`src/rtl/ras_ctrl_if.sv`:
```
// ras_ctrl_if: bundles the instruction handshake, resolution inputs, the
// ras command/data ports and the prediction outputs of ras_ctrl.
// The slave modport is the ras_ctrl side; master is its environment.
interface ras_ctrl_if #(
    parameter int WIDTH = 32,
    parameter int ADDR  = 10
);
    logic             in_valid;
    logic             in_ready;
    logic [WIDTH-1:0] in_pc;
    logic [4:0]       in_rd;
    logic [4:0]       in_rs1;
    logic             in_is_jal;
    logic             in_is_jalr;
    logic             in_is_cbr;
    logic             in_is_rvc;
    logic             resolve_valid;
    logic             resolve_mispredict;
    logic             ras_push;
    logic             ras_pop;
    logic             ras_branch;
    logic             ras_close_valid;
    logic             ras_close_invalid;
    logic [WIDTH-1:0] ras_din;
    logic [WIDTH-1:0] ras_dout;
    logic             pred_valid;
    logic [WIDTH-1:0] pred_target;
    logic [ADDR:0]    depth;

    modport slave (
        input  in_valid, in_pc, in_rd, in_rs1,
        input  in_is_jal, in_is_jalr, in_is_cbr, in_is_rvc,
        input  resolve_valid, resolve_mispredict, ras_dout,
        output in_ready, ras_push, ras_pop, ras_branch,
        output ras_close_valid, ras_close_invalid, ras_din,
        output pred_valid, pred_target, depth
    );

    modport master (
        output in_valid, in_pc, in_rd, in_rs1,
        output in_is_jal, in_is_jalr, in_is_cbr, in_is_rvc,
        output resolve_valid, resolve_mispredict, ras_dout,
        input  in_ready, ras_push, ras_pop, ras_branch,
        input  ras_close_valid, ras_close_invalid, ras_din,
        input  pred_valid, pred_target, depth
    );
endinterface

```
`src/rtl/ras_ctrl.sv`:
```
// ras_ctrl: classifies accepted instructions as call / return / coroutine /
// conditional branch, drives the ras push/pop/branch/close pulses, registers
// the popped ras data as a return prediction and tracks one speculation level.
// Optional feature macro: RAS_CTRL_RVC_EN (compressed calls link to pc+2).
module ras_ctrl #(
    parameter int WIDTH = 32,
    parameter int ADDR  = 10,
    parameter int DEPTH = 1024
) (
    input  logic        clk,
    input  logic        rst,
    ras_ctrl_if.slave   bus
);
    typedef enum logic {NORMAL, SPEC} state_t;

    localparam logic [ADDR:0] DEPTH_MAX = (ADDR+1)'(DEPTH);

    state_t           state;
    logic [ADDR:0]    depth_q;
    logic [ADDR:0]    ckpt_q;
    logic             push_q, pop_q, branch_q, close_valid_q, close_invalid_q;
    logic [WIDTH-1:0] din_q;
    logic             pred_valid_q;
    logic [WIDTH-1:0] pred_target_q;

    logic             ready, accept, link_rd, link_rs1;
    logic             is_cbr, is_jal, is_jalr;
    logic             want_push, want_pop, do_pop, resolve_now;
    logic [WIDTH-1:0] ret_addr;

    // Classify the offered instruction and decide this cycle's ras actions
    always_comb begin
        ready       = !rst && !(state == SPEC && (bus.in_is_cbr || bus.resolve_valid));
        accept      = bus.in_valid && ready;
        link_rd     = (bus.in_rd == 5'd1) || (bus.in_rd == 5'd5);
        link_rs1    = (bus.in_rs1 == 5'd1) || (bus.in_rs1 == 5'd5);
        is_cbr      = bus.in_is_cbr;
        is_jal      = bus.in_is_jal && !is_cbr;
        is_jalr     = bus.in_is_jalr && !is_cbr;
        want_push   = accept && link_rd && (is_jal || is_jalr);
        want_pop    = accept && is_jalr && link_rs1 && !(link_rd && bus.in_rd == bus.in_rs1);
        do_pop      = want_pop && (depth_q != '0);
        resolve_now = (state == SPEC) && bus.resolve_valid;
`ifdef RAS_CTRL_RVC_EN
        ret_addr    = bus.in_pc + (bus.in_is_rvc ? WIDTH'(2) : WIDTH'(4));
`else
        ret_addr    = bus.in_pc + WIDTH'(4);
`endif
    end

`ifndef RAS_CTRL_RVC_EN
    logic rvc_unused;
    assign rvc_unused = bus.in_is_rvc;
`endif

    // Speculation FSM, depth tracking, ras pulses and prediction register
    always_ff @(posedge clk) begin
        if (rst) begin
            state           <= NORMAL;
            depth_q         <= '0;
            ckpt_q          <= '0;
            push_q          <= 1'b0;
            pop_q           <= 1'b0;
            branch_q        <= 1'b0;
            close_valid_q   <= 1'b0;
            close_invalid_q <= 1'b0;
            din_q           <= '0;
            pred_valid_q    <= 1'b0;
            pred_target_q   <= '0;
        end else begin
            push_q          <= want_push;
            pop_q           <= do_pop;
            branch_q        <= accept && is_cbr && (state == NORMAL);
            close_valid_q   <= resolve_now && !bus.resolve_mispredict;
            close_invalid_q <= resolve_now && bus.resolve_mispredict;
            pred_valid_q    <= pop_q;
            if (want_push) begin
                din_q <= ret_addr;
            end
            if (pop_q) begin
                pred_target_q <= bus.ras_dout;
            end
            if (resolve_now) begin
                state <= NORMAL;
                if (bus.resolve_mispredict) begin
                    depth_q <= ckpt_q;
                end
            end else begin
                if (accept && is_cbr && state == NORMAL) begin
                    state  <= SPEC;
                    ckpt_q <= depth_q;
                end
                if (want_push && !do_pop) begin
                    if (depth_q != DEPTH_MAX) begin
                        depth_q <= depth_q + 1'b1;
                    end
                end else if (do_pop && !want_push) begin
                    depth_q <= depth_q - 1'b1;
                end
            end
        end
    end

    assign bus.in_ready          = ready;
    assign bus.ras_push          = push_q;
    assign bus.ras_pop           = pop_q;
    assign bus.ras_branch        = branch_q;
    assign bus.ras_close_valid   = close_valid_q;
    assign bus.ras_close_invalid = close_invalid_q;
    assign bus.ras_din           = din_q;
    assign bus.pred_valid        = pred_valid_q;
    assign bus.pred_target       = pred_target_q;
    assign bus.depth             = depth_q;
endmodule

```
`src/flat_wrapper.sv`:
```
// flat-port wrapper written by rule: the top's interface ports become plain ports
module ras_ctrl_flat 
#(
    parameter int WIDTH = 32,
    parameter int ADDR  = 10,
    parameter int DEPTH = 1024
)
  (clk, rst, bus_in_valid, bus_in_pc, bus_in_rd, bus_in_rs1, bus_in_is_jal, bus_in_is_jalr, bus_in_is_cbr, bus_in_is_rvc, bus_resolve_valid, bus_resolve_mispredict, bus_ras_dout, bus_in_ready, bus_ras_push, bus_ras_pop, bus_ras_branch, bus_ras_close_valid, bus_ras_close_invalid, bus_ras_din, bus_pred_valid, bus_pred_target, bus_depth);
  ras_ctrl_if #(.WIDTH(WIDTH), .ADDR(ADDR)) bus_i ();
  input  logic clk;
  input  logic rst;
  input wire logic [$bits(bus_i.in_valid)-1:0] bus_in_valid;
  input wire logic [$bits(bus_i.in_pc)-1:0] bus_in_pc;
  input wire logic [$bits(bus_i.in_rd)-1:0] bus_in_rd;
  input wire logic [$bits(bus_i.in_rs1)-1:0] bus_in_rs1;
  input wire logic [$bits(bus_i.in_is_jal)-1:0] bus_in_is_jal;
  input wire logic [$bits(bus_i.in_is_jalr)-1:0] bus_in_is_jalr;
  input wire logic [$bits(bus_i.in_is_cbr)-1:0] bus_in_is_cbr;
  input wire logic [$bits(bus_i.in_is_rvc)-1:0] bus_in_is_rvc;
  input wire logic [$bits(bus_i.resolve_valid)-1:0] bus_resolve_valid;
  input wire logic [$bits(bus_i.resolve_mispredict)-1:0] bus_resolve_mispredict;
  input wire logic [$bits(bus_i.ras_dout)-1:0] bus_ras_dout;
  output wire logic [$bits(bus_i.in_ready)-1:0] bus_in_ready;
  output wire logic [$bits(bus_i.ras_push)-1:0] bus_ras_push;
  output wire logic [$bits(bus_i.ras_pop)-1:0] bus_ras_pop;
  output wire logic [$bits(bus_i.ras_branch)-1:0] bus_ras_branch;
  output wire logic [$bits(bus_i.ras_close_valid)-1:0] bus_ras_close_valid;
  output wire logic [$bits(bus_i.ras_close_invalid)-1:0] bus_ras_close_invalid;
  output wire logic [$bits(bus_i.ras_din)-1:0] bus_ras_din;
  output wire logic [$bits(bus_i.pred_valid)-1:0] bus_pred_valid;
  output wire logic [$bits(bus_i.pred_target)-1:0] bus_pred_target;
  output wire logic [$bits(bus_i.depth)-1:0] bus_depth;
  assign bus_i.in_valid = bus_in_valid;
  assign bus_i.in_pc = bus_in_pc;
  assign bus_i.in_rd = bus_in_rd;
  assign bus_i.in_rs1 = bus_in_rs1;
  assign bus_i.in_is_jal = bus_in_is_jal;
  assign bus_i.in_is_jalr = bus_in_is_jalr;
  assign bus_i.in_is_cbr = bus_in_is_cbr;
  assign bus_i.in_is_rvc = bus_in_is_rvc;
  assign bus_i.resolve_valid = bus_resolve_valid;
  assign bus_i.resolve_mispredict = bus_resolve_mispredict;
  assign bus_i.ras_dout = bus_ras_dout;
  assign bus_in_ready = bus_i.in_ready;
  assign bus_ras_push = bus_i.ras_push;
  assign bus_ras_pop = bus_i.ras_pop;
  assign bus_ras_branch = bus_i.ras_branch;
  assign bus_ras_close_valid = bus_i.ras_close_valid;
  assign bus_ras_close_invalid = bus_i.ras_close_invalid;
  assign bus_ras_din = bus_i.ras_din;
  assign bus_pred_valid = bus_i.pred_valid;
  assign bus_pred_target = bus_i.pred_target;
  assign bus_depth = bus_i.depth;
  ras_ctrl #(.WIDTH(WIDTH), .ADDR(ADDR), .DEPTH(DEPTH)) u_core (.clk(clk), .rst(rst), .bus(bus_i));
endmodule
```
`config.mk`:
```
export PLATFORM = sky130hd
export DESIGN_NAME = ras_ctrl_flat
export DESIGN_NICKNAME = d
export VERILOG_FILES = /design/src/rtl/ras_ctrl_if.sv /design/src/rtl/ras_ctrl.sv /design/src/flat_wrapper.sv
export SDC_FILE = /design/constraint.sdc
export NUM_CORES = 1
export LEC_CHECK = 0
export BUFFER_PORTS_ARGS = -buffer_cell sky130_fd_sc_hd__buf_4
export CAP_MARGIN = 15
export CORE_MARGIN = 3
export CORE_UTILIZATION = 50
export CTS_BUF_LIST = sky130_fd_sc_hd__clkbuf_4
export DETAILED_ROUTE_END_ITERATION = 16
export PLACE_DENSITY = 0.81
export SETUP_SLACK_MARGIN = 0.3
export SYNTH_ARGS = -nofsm -noshare
export SYNTH_HDL_FRONTEND = slang
export SYNTH_SLANG_ARGS = --single-unit
```
`constraint.sdc`:
```
create_clock -name clk -period 4.95 [get_ports clk]
set_input_delay 0.99 -clock clk [delete_from_list [all_inputs] [get_ports clk]]
set_output_delay 0.99 -clock clk [all_outputs]
set_load 0.01 [all_outputs]
```
After elaboration in Yosys (flattened, before gate mapping)

Cells that the tools add are included.

Add/sub/neg operators: 3
Equal/unequal tests: 8
Muxes and demuxes: 5
Bitwise logic cells: 2
Reductions and logical operators: 35

Operator list:

| operator                                              | count |
|---|---|
| two-way mux 11 bit                                    | 5 |
| adder 32 x 3 -> 32 bit, second input constant         | 1 |
| logical AND 1 bit                                     | 19 |
| adder 11 x 1 -> 11 bit, second input constant         | 1 |
| inequality test 11 bit, second input constant         | 1 |
| nonzero test 11 bit                                   | 1 |
| subtractor 11 x 1 -> 11 bit, second input constant    | 1 |
| equality test 5 x 1 -> 1 bit, second input constant   | 2 |
| equality test 5 x 3 -> 1 bit, second input constant   | 2 |
| logical NOT 1 bit                                     | 7 |
| equality test 5 bit                                   | 1 |
| logical OR 1 bit                                      | 4 |
| inequality test 3 x 2 -> 1 bit, second input constant | 1 |
| AND reduction 3 bit                                   | 1 |
| nonzero test 3 bit                                    | 1 |
| inequality test 2 bit, second input constant          | 1 |
| inverter 1 bit                                        | 2 |
| AND reduction 2 bit                                   | 1 |
| OR reduction 2 bit                                    | 1 |

Bits in registers: 93
Bits of input ports: 83
Output and inout bits: 82
Logic and storage cells: 64

Longest topological paths before layout

Depth in word-level cells: 13
Mapped depth: 14
Mapped depth without buffers: 14

Worst setup path after synthesis

No wires, ideal clock.

Path kind: input-to-reg
Start: input port rst
End: register u_core.depth_q[7] (netlist: u_core.bus.depth[7])
Setup time: 0.101 ns
Arrival: 3.961 ns
Data required time: 4.849 ns
Slack: 0.888 ns
Cell stages on the path: 14
Path buffers: 2
Cell sequence: clkbuf_1 nor4b_2 o211ai_1 inv_2 buf_2 ha_1 inv_1 ha_1 a21o_1 a211o_1 a2111oi_0 nor3_1 xnor2_1 o41ai_1

Elaborated cells on any way between the ends: 18
Classes of those cells: eq/ne: 1; mux: 2; reduce/logical: 15

RTL lines:

| item                                 | RTL line           | RTL |
|---|---|---|
| start, declared                      | flat_wrapper.sv:11 | `input logic rst;` |
| logical NOT 1 bit *                  | ras_ctrl.sv:33     | `ready = !rst && !(state == SPEC && (bus.in_is_cbr \|\| bus.resolve_valid));` |
| logical AND 1 bit *                  | ras_ctrl.sv:33     |  |
| logical AND 1 bit *                  | ras_ctrl.sv:34     | `accept = bus.in_valid && ready;` |
| logical AND 1 bit * (2 in series)    | ras_ctrl.sv:40     | `want_push = accept && link_rd && (is_jal \|\| is_jalr);` |
| named net u_core.want_push           | ras_ctrl.sv:28     | `logic want_push, want_pop, do_pop, resolve_now;` |
| logical NOT 1 bit                    | ras_ctrl.sv:97     | `end else if (do_pop && !want_push) begin` |
| logical AND 1 bit                    | ras_ctrl.sv:97     |  |
| nonzero test 3 bit (no source line)  | n/a                |  |
| AND reduction 3 bit (no source line) | n/a                |  |
| end signal, assigned                 | ras_ctrl.sv:86     | `depth_q <= ckpt_q;` |
| end signal, assigned                 | ras_ctrl.sv:95     | `depth_q <= depth_q + 1'b1;` |
| end signal, assigned                 | ras_ctrl.sv:98     | `depth_q <= depth_q - 1'b1;` |
| end, declared                        | ras_ctrl.sv:19     | `logic [ADDR:0] depth_q;` |

The timed path passes the listed nets; every way through them passes the cells marked *.
A chain may end at the register's enable or synchronous reset.

Worst setup path in the final report

Start: input port bus_in_rs1[1]
End: register u_core.depth_q[7] (netlist: u_core.bus.depth[7])

Word-level cells in the longest chain between the ends: 9
Elaborated cells on any way between the ends: 17
Classes of those cells: eq/ne: 4; mux: 2; reduce/logical: 11

RTL lines:

| item                                                                          | RTL line                       | RTL |
|---|---|---|
| start, declared                                                               | flat_wrapper.sv:15             | `input wire logic [$bits(bus_i.in_rs1)-1:0] bus_in_rs1;` |
| equality test 5 x 1 -> 1 bit, or another cell as far along                    | ras_ctrl.sv:36                 | `link_rs1 = (bus.in_rs1 == 5'd1) \|\| (bus.in_rs1 == 5'd5);` |
| logical OR 1 bit or logical AND 1 bit (tied branches)                         | ras_ctrl.sv:36, ras_ctrl.sv:41 |  |
| logical AND 1 bit or logical NOT 1 bit (tied branches)                        | ras_ctrl.sv:41                 | `want_pop = accept && is_jalr && link_rs1 && !(link_rd && bus.in_rd == bus.in_rs1);` |
| logical AND 1 bit *                                                           | ras_ctrl.sv:41                 |  |
| logical AND 1 bit *                                                           | ras_ctrl.sv:42                 | `do_pop = want_pop && (depth_q != '0);` |
| logical NOT 1 bit                                                             | ras_ctrl.sv:93                 | `if (want_push && !do_pop) begin` |
| logical AND 1 bit                                                             | ras_ctrl.sv:93                 |  |
| inequality test 3 x 2 -> 1 bit (no source line), or another cell as far along | n/a                            |  |
| AND reduction 3 bit (no source line) or two-way mux 11 bit (tied branches)    | n/a                            |  |

Every way passes the cells marked *; elsewhere a longest branch is shown, timed or not.

==> results.json <==
{
  "synth_area_um2": 4340,
  "seq_area_frac_synth_pct": 42.9,
  "wire_per_inst_um": 14.9,
  "final_layout_size_suffix_gt1_share_pct": 29.9,
  "fp.dieH_um": 99.1,
  "crit_start": "bus_in_rs1[1]",
  "slew_headroom_pct": 36.5,
  "n_antenna_cell": 0,
  "area.growth.synth_to_final_pct": 32.2,
  "end_kind": "flop",
  "fin_crit_sh_pct": 78.4,
  "drt_iter0_markers": 196,
  "instances_no_fill": 757,
  "ys_types": 54,
  "path_cells": "buf_4, nor4b_1, nand2_1, a21oi_1, o211a_1, inv_1, ha_1, inv_1, ha_1, a21o_1, a211o_1, a2111oi_0, nor3_1, xnor2_1, o41ai_1",
  "clock_latency_ns": 0.43,
  "synth_flop_cell": "dfxtp_1",
  "worstPathRequired_ns": 5.29,
  "die_width_um": 99.1,
  "leakage_uw": 0.00243,
  "cts_buffers": 9,
  "synth-edff-count": 0,
  "grt_overflow": 0,
  "yosys_warnings": 0,
  "min_from": "u_core.ckpt_q[6]",
  "synthTopCellsByArea": "dfxtp_1 43%, mux2i_1 7.4%, nor2_1 5.5%, nand2_1 4.8%, xor2_1 4.0%",
  "firstDrtPassIters": 5,
  "start_util_pct": 52.2,
  "clk_path_buf_depth": 2,
  "drt_wl_total_um": 11300,
  "drcViolationCount": 0,
  "p_per_area_nw_per_um2": 230,
  "gp_congestion": 0.918,
  "via_per_inst": 5.35,
  "layout.nets": 742,
  "io_buffers": 163,
  "slowest_stage": "a2111oi_0",
  "maxCapViolCount": 0,
  "synth_most_common_cell": "dfxtp_1",
  "hold_viol": 0,
  "cp_max_fo": 9,
  "synth.avg_cell_area_um2": 8.71,
  "maxSlewViolCount": 0,
  "dp.final_hpwl_um": 8570,
  "clockRootBuffer": "clkbuf_4",
  "std_cell_rows": 33,
  "synth_top_area_share_pct": 42.9,
  "fin_area_um2": 5730,
  "arrival_ns": 4.22,
  "dieArea_um2": 9820,
  "hp-class": "reg -> reg",
  "clkTransAtPathRegs_ns": 0.13,
  "cts_resized": 0,
  "skew_ns": 0.0117,
  "num_vias": 4052,
  "post-place-cells": 741,
  "yosys.area.top_type": "dfxtp_1",
  "dpl-instance-area_um2": 5600,
  "setup_tns_ns": 0,
  "fmax_mhz": 258,
  "status": "completed",
  "worstSetupPathType": "in -> reg",
  "cts_tree": "yes",
  "syn-instance-count": 498,
  "core_um2": 8300,
  "grt_pass1_vias": 3915,
  "layout_min_cycle_time_ns": 3.88,
  "cts_sinks": 93,
  "slowest_delay_ns": 0.40,
  "cp-start-kind": "primary input",
  "tightest_slew_ns": 0.953,
  "ir_worst_vdd_mv": 0.130,
  "synthArstFlopShare_pct": 0,
  "finalSetupViolCount": 0,
  "postCtsSetupBuffers": 0,
  "ios": 165,
  "final_antenna_net_count": 0,
  "htreeDepth": 3,
  "synth_commonest_cells": "93 x dfxtp_1, 64 x nor2_1, 55 x nand2_1",
  "grt_setup_unrepaired": "false",
  "grt_pass1_wl_um": 18100,
  "grt_max_degree": 72,
  "track_usage_pct": 22.5,
  "cts_hold_buf": 0,
  "ys_ff_latch": 93,
  "antenna_found_initial": 0,
  "postSynthNetCount": 593,
  "r2r-start": "u_core.bus.depth[7]"
}
kinds of logic (layout without fill, tap and decap cells):
kind of cell | Yosys count | in the layout | synth area share [%]
DFF | 93 | 93 | 42.9
xor gates and xnor gates | 34 | 34 | 6.87
AOI/OAI and AO/OA | 98 | 98 | 14.4
and+or+nand+nor | 193 | 193 | 21.4
adders and majority gates | 12 | 12 | 3.64
buffers and inverters | 36 | 190 | 3.38
muxes | 32 | 32 | 7.39
layout by cell type (no fill, tap or decap), types with 4 or more instances in the layout:
master,n
buf_4,166
dfxtp_1,92
nor2_1,64
nand2_1,55
mux2i_1,32
a21oi_1,30
nand3_1,29
o21ai_0,21
xor2_1,20
xnor2_1,14
a211oi_1,11
ha_1,11
clkbuf_4,9
and3_1,8
a21o_1,7
nand4_1,7
inv_1,6
and2_1,4
nor3_1,4
o21ai_1,4
sequential cells by signal, summed over array words and instances, names as in the netlist:
register	count
u_core.bus.pred_target	32
u_core.bus.ras_close_valid	1
u_core.bus.depth	11
u_core.bus.ras_branch	1
u_core.bus.ras_push	1
u_core.bus.ras_pop	1
u_core.bus.ras_close_invalid	1
u_core.bus.ras_din	32
u_core.bus.pred_valid	1
u_core.state	1
u_core.ckpt_q	11
stage by stage:
stage / total power, µW / utilization (%) / hold slack (ns) / setup WS (ns)
2_1_floorplan: 854 / - / 0.433 / 0.888
5_1_grt: 1380 / 69.1 / 0.495 / 0.782
3_3_place_gp: 934 / 67.5 / 0.440 / 0.701
3_5_place_dp: 938 / 67.5 / 0.449 / 0.630
6_report: 1320 / 69.1 / 0.466 / 1.07
4_1_cts: 1330 / 69.1 / 0.468 / 1.10
metal layers:
layer  up-vias  GRT usage, %  routed length (µm)  share of wire, %
met3        19          7.43                1100               9.8
met5         -             0                   0                 0
met2       158          38.4                5470                49
li1       2042             -                   -                 -
met1      1833          27.0                4500                40
met4         0          7.04                 206               1.8
critical path, delay by kind of cell:
kind / cells / cell delay (ns)
xor+xnor: 1 / 0.16
buf+inv: 3 / 0.45
fa+ha+maj: 2 / 0.57
simple gates: 3 / 0.54
compound gates: 6 / 1.51
power breakdown:
group	leakage, µW	total (µW)	internal, µW	switching [µW]
sequential	0.000750	760	754	6.02
combinational	0.00162	162	83.2	78.9
clock	0.0000670	395	151	244
final timing paths:
kind,to,depth (start not counted),slack (ns)
worst max-delay path,u_core.bus.depth[7],15,1.07
worst min register to register,u_core.ckpt_q[6],2,0.47
worst max register to register,u_core.bus.depth[7],13,1.26
worst min-delay path,u_core.ckpt_q[6],2,0.47
final cells by class:
cell class | count | area, µm²
Inverter | 8 | 30.0
Tap cell | 105 | 131
Clock buffer | 9 | 67.6
Sequential cell | 93 | 1860
Fill cell | 688 | 2570
Timing Repair Buffer | 166 | 1250
Clock inverter | 7 | 66.3
Multi-Input combinational cell | 369 | 2330
No activity file was read; power rests on OpenSTA's default activity.
